==> config.mk <==
export PLATFORM = sky130hd
export DESIGN_NAME = freq_meter_calc_mc
export DESIGN_NICKNAME = d
export VERILOG_FILES = /design/src/rtl/freq_meter_calc_mc.sv
export SDC_FILE = /design/constraint.sdc
export NUM_CORES = 2
export LEC_CHECK = 0
export BUFFER_PORTS_ARGS = -buffer_cell sky130_fd_sc_hd__buf_2
export CORE_ASPECT_RATIO = 0.8
export CORE_MARGIN = 2
export CORE_UTILIZATION = 45
export DETAILED_ROUTE_END_ITERATION = 8
export PLACE_DENSITY = 0.67
export SLEW_MARGIN = 5
export SYNTH_ARGS = -nofsm -noshare
export SYNTH_HDL_FRONTEND = slang
export SYNTH_SLANG_ARGS = --single-unit
==> constraint.sdc <==
create_clock -name sys_clk -period 13.8 [get_ports sys_clk]
set_input_delay 0.69 -clock sys_clk [delete_from_list [all_inputs] [get_ports sys_clk]]
set_output_delay 0.69 -clock sys_clk [all_outputs]
set_load 0.02 [all_outputs]
==> src/rtl/freq_meter_calc_mc.sv <==
// freq_meter_calc_mc
//   Multi-channel equal-precision frequency meter core. One test clock is
//   measured at a time. The gate opens and closes on rising edges of the
//   selected test clock, so the standard count always spans a whole number of
//   test periods. The result CLK_STAND_FREQ*cnt_test/cnt_stand is computed by
//   a serial restoring divider and returned over a valid/ready handshake.
//
// Ports
//   sys_clk     standard clock, all logic on its rising edge
//   sys_rst     synchronous active-high reset
//   clk_test    NUM_CH asynchronous test clocks
//   start       1-cycle pulse, starts a measurement on ch_sel (IDLE only)
//   ch_sel      channel for start; values >= NUM_CH are ignored
//   cont_mode   1 = restart on the next channel after each handshake
//   freq_ready  consumer accepts the result
//   freq_valid  result available, held until freq_ready
//   freq_data   frequency in Hz (floor), 0 on timeout, saturating
//   freq_ch     channel the result belongs to
//   no_signal   result is a timeout (qualified by freq_valid)
//   busy        high in every state except IDLE
//
// state      | meaning
// -----------+---------------------------------------------------------
// IDLE       | waiting for start
// SETTLE     | CNT_RISE_MAX cycles before looking for the opening edge
// WAIT_OPEN  | waiting for the first test-clock rise (gate open)
// MEAS       | counting until cnt_stand reaches GATE_LEN
// WAIT_CLOSE | waiting for the next test-clock rise (gate close)
// DIV        | serial restoring division, CNT_W+32 cycles
// DONE       | result presented, waiting for freq_ready

module freq_meter_calc_mc #(
  parameter int NUM_CH         = 4,
  parameter int CLK_STAND_FREQ = 50_000_000,
  parameter int CNT_GATE_S_MAX = 74_999_999,
  parameter int CNT_RISE_MAX   = 12_499_999,
  parameter int TIMEOUT_MAX    = 50_000_000,
  parameter int CNT_W          = 32,
  parameter int FREQ_W         = 32,
  parameter int CH_W           = (NUM_CH > 1) ? $clog2(NUM_CH) : 1
) (
  input  logic              sys_clk,
  input  logic              sys_rst,
  input  logic [NUM_CH-1:0] clk_test,
  input  logic              start,
  input  logic [CH_W-1:0]   ch_sel,
  input  logic              cont_mode,
  input  logic              freq_ready,
  output logic              freq_valid,
  output logic [FREQ_W-1:0] freq_data,
  output logic [CH_W-1:0]   freq_ch,
  output logic              no_signal,
  output logic              busy
);

  localparam int NUM_W    = CNT_W + 32;
  localparam int DIV_CW   = $clog2(NUM_W);
  localparam int GATE_LEN = CNT_GATE_S_MAX - 2 * CNT_RISE_MAX;
  localparam int PAD_N    = 2 ** CH_W;

  typedef enum logic [2:0] {
    S_IDLE, S_SETTLE, S_WAIT_OPEN, S_MEAS, S_WAIT_CLOSE, S_DIV, S_DONE
  } state_t;

  state_t state, state_nxt;

  logic [NUM_CH-1:0] sync_1, sync_2, prev_q;
  logic [NUM_CH-1:0] rise;
  logic [PAD_N-1:0]  rise_pad;
  logic              rise_ch;

  logic [CH_W-1:0]   ch;
  logic [CNT_W-1:0]  settle_cnt, to_cnt, cnt_test, cnt_stand;
  logic [NUM_W-1:0]  num;
  logic [CNT_W-1:0]  rem;
  logic [DIV_CW-1:0] div_cnt;

  logic              ch_ok, handshake, timeout, entering;
  logic [CNT_W:0]    rem_sh;
  logic [CNT_W-1:0]  rem_sub, rem_nxt;
  logic              q_bit;
  logic [NUM_W-1:0]  num_nxt;
  logic [FREQ_W-1:0] freq_sat;

  // Synchronisers run on every channel all the time, so switching channels
  // needs no extra settle time.
  always_ff @(posedge sys_clk) begin
    if (sys_rst) begin
      sync_1 <= '0;
      sync_2 <= '0;
      prev_q <= '0;
    end else begin
      sync_1 <= clk_test;
      sync_2 <= sync_1;
      prev_q <= sync_2;
    end
  end

  assign rise = sync_2 & ~prev_q;

  // Padded so that the channel index is always in range for the select.
  always_comb begin
    rise_pad = '0;
    rise_pad[NUM_CH-1:0] = rise;
  end
  assign rise_ch = rise_pad[ch];

  assign ch_ok     = ({1'b0, ch_sel} < (CH_W+1)'(NUM_CH));
  assign handshake = (state == S_DONE) && freq_ready;
  assign timeout   = (to_cnt == '0);
  assign entering  = (state_nxt != state);

  always_ff @(posedge sys_clk) begin
    if (sys_rst) state <= S_IDLE;
    else         state <= state_nxt;
  end

  always_comb begin
    state_nxt = state;
    case (state)
      S_IDLE:       if (start && ch_ok) state_nxt = S_SETTLE;
      S_SETTLE:     if (settle_cnt == '0) state_nxt = S_WAIT_OPEN;
      S_WAIT_OPEN: begin
        if (rise_ch)      state_nxt = S_MEAS;
        else if (timeout) state_nxt = S_DONE;
      end
      S_MEAS:       if (cnt_stand >= CNT_W'(GATE_LEN)) state_nxt = S_WAIT_CLOSE;
      S_WAIT_CLOSE: begin
        if (rise_ch)      state_nxt = S_DIV;
        else if (timeout) state_nxt = S_DONE;
      end
      S_DIV:        if (div_cnt == '0) state_nxt = S_DONE;
      S_DONE:       if (freq_ready) state_nxt = cont_mode ? S_SETTLE : S_IDLE;
      default:      state_nxt = S_IDLE;
    endcase
  end

  // One restoring step; num shifts the numerator out at the top while the
  // quotient bits fill in at the bottom.
  always_comb begin
    rem_sh   = {rem, num[NUM_W-1]};
    q_bit    = (rem_sh >= {1'b0, cnt_stand});
    rem_sub  = rem_sh[CNT_W-1:0] - cnt_stand;
    rem_nxt  = q_bit ? rem_sub : rem_sh[CNT_W-1:0];
    num_nxt  = {num[NUM_W-2:0], q_bit};
    freq_sat = (|num_nxt[NUM_W-1:FREQ_W]) ? '1 : num_nxt[FREQ_W-1:0];
  end

  always_ff @(posedge sys_clk) begin
    if (sys_rst) begin
      ch         <= '0;
      settle_cnt <= '0;
      to_cnt     <= '0;
      cnt_test   <= '0;
      cnt_stand  <= '0;
      num        <= '0;
      rem        <= '0;
      div_cnt    <= '0;
      freq_data  <= '0;
      no_signal  <= '0;
    end else begin
      if (state == S_IDLE && state_nxt == S_SETTLE) ch <= ch_sel;
      if (handshake && cont_mode)
        ch <= (ch == CH_W'(NUM_CH - 1)) ? '0 : ch + CH_W'(1);

      if (entering && state_nxt == S_SETTLE) settle_cnt <= CNT_W'(CNT_RISE_MAX - 1);
      else if (settle_cnt != '0)             settle_cnt <= settle_cnt - CNT_W'(1);

      if (entering || rise_ch) to_cnt <= CNT_W'(TIMEOUT_MAX - 1);
      else if (!timeout)       to_cnt <= to_cnt - CNT_W'(1);

      case (state)
        S_WAIT_OPEN: begin
          if (rise_ch) begin
            // The opening-edge cycle is the first gated cycle and the closing
            // edge cycle is excluded, so cnt_stand spans exactly the periods.
            cnt_test  <= '0;
            cnt_stand <= CNT_W'(1);
          end else if (timeout) begin
            freq_data <= '0;
            no_signal <= 1'b1;
          end
        end
        S_MEAS: begin
          cnt_stand <= cnt_stand + CNT_W'(1);
          if (rise_ch) cnt_test <= cnt_test + CNT_W'(1);
        end
        S_WAIT_CLOSE: begin
          if (rise_ch) begin
            cnt_test <= cnt_test + CNT_W'(1);
            num      <= NUM_W'(CLK_STAND_FREQ) * NUM_W'(cnt_test + CNT_W'(1));
            rem      <= '0;
            div_cnt  <= DIV_CW'(NUM_W - 1);
          end else if (timeout) begin
            freq_data <= '0;
            no_signal <= 1'b1;
          end else begin
            cnt_stand <= cnt_stand + CNT_W'(1);
          end
        end
        S_DIV: begin
          num     <= num_nxt;
          rem     <= rem_nxt;
          div_cnt <= div_cnt - DIV_CW'(1);
          if (div_cnt == '0) begin
            freq_data <= freq_sat;
            no_signal <= 1'b0;
          end
        end
        default: ;
      endcase
    end
  end

  assign freq_valid = (state == S_DONE);
  assign busy       = (state != S_IDLE);
  assign freq_ch    = ch;

endmodule

==> out/qor.yml <==
routed_wl_um: 64700
ff2ff_path_depth: 27
drive_gt1_share_pct: 5.87
syn_to_final_growth_pct: 8.42
outcome: "complete, no violations"
rsz0062_at_grt: "no"
die-area_sq_um: 59100
whs_ns: 0.358
clock_skew_ns: 0.0127
cp-end-kind: "register"
final_common_cell: "inv_1"
setup-tns-final_ns: 0
synth_edf_count: 0
async_reset_ff_share_pct: 0
post_cts_buffers: 0
n_antenna_cell: 0
period_share_pct: 65.8
die_h_um: 218
power_frac_seq_pct: 44.1
synth_cell_types: 81
worst_pin_slew_ns: 1.26
yosys_warnings: 0
ctsLongestPathBuffers: 3
path_clk_slew_ns: 0.06
drtPass1Iterations: 7
layout_common_cells: "inv_1, fa_1, dfxtp_1, ha_1, a21oi_1"
arrival_ns: 9.47
r2r-end: "num[57]$_SDFFE_PP0P_"
drtAntennaViolNets: 0
die_w_um: 271
drc: 0
grt_pass1_vias: 20602
synth_area_sq_um: 25700
cp.required_ns: 14.19
place_hpwl_um: 51000
r2r_setup_slack_ns: 4.72
combPwrFrac_pct: 5.3
start_kind: "register"
cap_violations: 0
netlist_instances: 2923
p_int_mw: 1.45
hold_end: "sync_1[3]$_SDFF_PP0_"
cts_tree: "done"
reg2reg_from: "cnt_test[0]$_SDFFE_PP0P_"
drv_slew: 0
final_area_sq_um: 27900
syn_nets: 3459
power_leakage_nw: 13.1
hold_path_depth: 2
critPathKind: "register to register"
synth_flop_cell: "dfxtp_1"
yosys_register_bits: 280
placed_area_sq_um: 26700
finalWorstPathRequiredPeriod_ns: 9.08
clock-sinks: 280
ctsHoldBuffers: 0
hold_path_startpoint: "clk_test[3]"
cts_resized: 0
n_fill_cell: 5328
grt_use_total_pct: 22.5
clkLatencyLatePin_ns: 0.54
pin_count: 48
gr-total-overflow: 0
cts-root-buf: "clkbuf_16"
syn_area_per_cell_sq_um: 8.79
pwr-share-clk_pct: 50.7
p_per_area_nw_per_um2: 68.7
vias: 20240
setup_viol: 0
via_per_inst: 5.46
synth_seq_area_share_pct: 21.8
port_buffers: 47
core_area_sq_um: 56600
drtIter0Drc: 1485
hold_violations: 0
worst-path-max-fanout: 9
rows: 78
start_util_pct: 45.4
peakVddDrop_uv: 83.9
netSwitchingPower_mw: 0.465
clock_tree.htree_level_count: 2
switching_share_pct: 24.3
gp_congestion: 0.961
drt-wirelength-per-cell_um: 17.5
fmax_mhz: 110
grt_pass1_wl_um: 108000
grt_max_degree: 83
numCtsBuffers: 34
antenna_found_initial: 0
slew_headroom_pct: 15.9
hold_class: "input pin to register"
nets: 3456
## through the flow
step / util (%) / total power, mW / instances / setup slack, ns
after detailed placement: 47.1 / 0.962 / 3644 / 4.87
after global placement: 47.1 / 0.957 / 3644 / 5.13
after floorplan: - / 0.940 / 2923 / 6.00
after global routing: 49.2 / 1.99 / 3706 / 4.18
after CTS: 49.2 / 1.94 / 3706 / 4.80
final: 49.2 / 1.92 / 3706 / 4.72
## cell usage after synthesis (9+ instances only)
cell | instances | area share [%]
clkbuf_1 | 97 | 1.4
ha_1 | 238 | 12
inv_1 | 490 | 7.2
a211oi_1 | 16 | 0.47
o21bai_1 | 11 | 0.32
mux2i_1 | 9 | 0.35
and3_1 | 26 | 0.63
nor2b_1 | 33 | 0.80
or3_1 | 19 | 0.46
nand2_1 | 203 | 3.0
or4_1 | 9 | 0.26
a21oi_1 | 217 | 4.2
nor3_1 | 39 | 0.76
and2_1 | 13 | 0.32
o21ai_0 | 141 | 2.7
a22oi_1 | 58 | 1.7
xnor2_1 | 137 | 4.7
xor2_1 | 58 | 2.0
a32oi_1 | 10 | 0.34
a21o_1 | 36 | 1.1
dfxtp_1 | 280 | 22
nor4_1 | 28 | 0.68
nand4_1 | 24 | 0.58
nand3_1 | 49 | 0.95
a22o_1 | 13 | 0.44
a221oi_1 | 14 | 0.48
o22ai_1 | 16 | 0.39
nor2_1 | 187 | 2.7
a31oi_1 | 21 | 0.51
fa_1 | 287 | 22
nand2b_1 | 20 | 0.49
## worst max-delay path by stage
stage                        startpoint                   end  depth (start not counted)
2_1_floorplan  cnt_test[0]$_SDFFE_PP0P_  num[57]$_SDFFE_PP0P_                         30
3_3_place_gp   cnt_test[0]$_SDFFE_PP0P_  num[57]$_SDFFE_PP0P_                         27
3_5_place_dp   cnt_test[0]$_SDFFE_PP0P_  num[57]$_SDFFE_PP0P_                         27
4_1_cts        cnt_test[0]$_SDFFE_PP0P_  num[57]$_SDFFE_PP0P_                         27
5_1_grt        cnt_test[0]$_SDFFE_PP0P_  num[57]$_SDFFE_PP0P_                         27
6_report       cnt_test[0]$_SDFFE_PP0P_  num[57]$_SDFFE_PP0P_                         27
## kinds of logic after synthesis
kind of cell	Yosys count	share of synthesized area, %
AO/OA/AOI/OAI	608	14.7
XOR/XNOR	195	6.64
adder cells (fa/ha/maj)	525	33.9
buffers and inverters	599	8.88
flip-flops	280	21.8
multiplexers	10	0.438
AND/OR/NAND/NOR	706	13.6
## flip-flops by register name, summed over array words and instances, names as in the netlist, 6 cells and up
name	cells
cnt_stand	32
cnt_test	32
div_cnt	6
freq_data	32
num	64
rem	32
settle_cnt	32
to_cnt	32
## critical path: stages (launching register included)
cell	delay, ns
dfxtp_1	0.48
ha_1	0.32
nand3_1	0.23
nor3_1	0.80
and3_1	0.39
nand3_1	0.17
xnor2_1	0.97
ha_1	0.39
inv_1	0.12
fa_1	0.42
inv_1	0.08
fa_1	0.44
fa_1	0.48
fa_1	0.55
inv_1	0.06
fa_1	0.52
inv_1	0.04
ha_1	0.37
nand2_1	0.10
o21ai_0	0.20
nor2_1	0.09
a221oi_1	0.28
o21ai_0	0.26
o31ai_1	0.48
a31oi_1	0.19
o21bai_1	0.19
mux2i_1	0.20
o22ai_1	0.09
## area by class of cell
class	instances	area (sq um)	area share (%)
Inverter	490	1840	6.60
Tap cell	760	951	3.41
Multi-Input combinational cell	2044	17800	64.0
Sequential cell	280	5610	20.1
Clock buffer	40	935	3.35
Clock inverter	22	283	1.01
Timing Repair Buffer	70	414	1.49
## metal layers
layer  up-vias  GRT usage, %  part of all wire, %
met5         -             0                    0
met4         0          5.73                  2.2
met3       106          4.03                  6.8
met2       556          35.3                   44
met1      9887          32.2                   47
li1       9691             -                    -
## power groups by stage
| stage | Combinational, mW | Clock, mW | Sequential (mW) |
|---|---|---|---|
| 5_1_grt | 0.113 | 1.03 | 0.847 |
| 3_3_place_gp | 0.0969 | 0 | 0.860 |
| 6_report | 0.101 | 0.971 | 0.844 |
| 3_5_place_dp | 0.101 | 0 | 0.861 |
| 2_1_floorplan | 0.0832 | 0 | 0.857 |
| 4_1_cts | 0.101 | 0.996 | 0.844 |
Note: power is estimated with default switching activity, not from simulation.
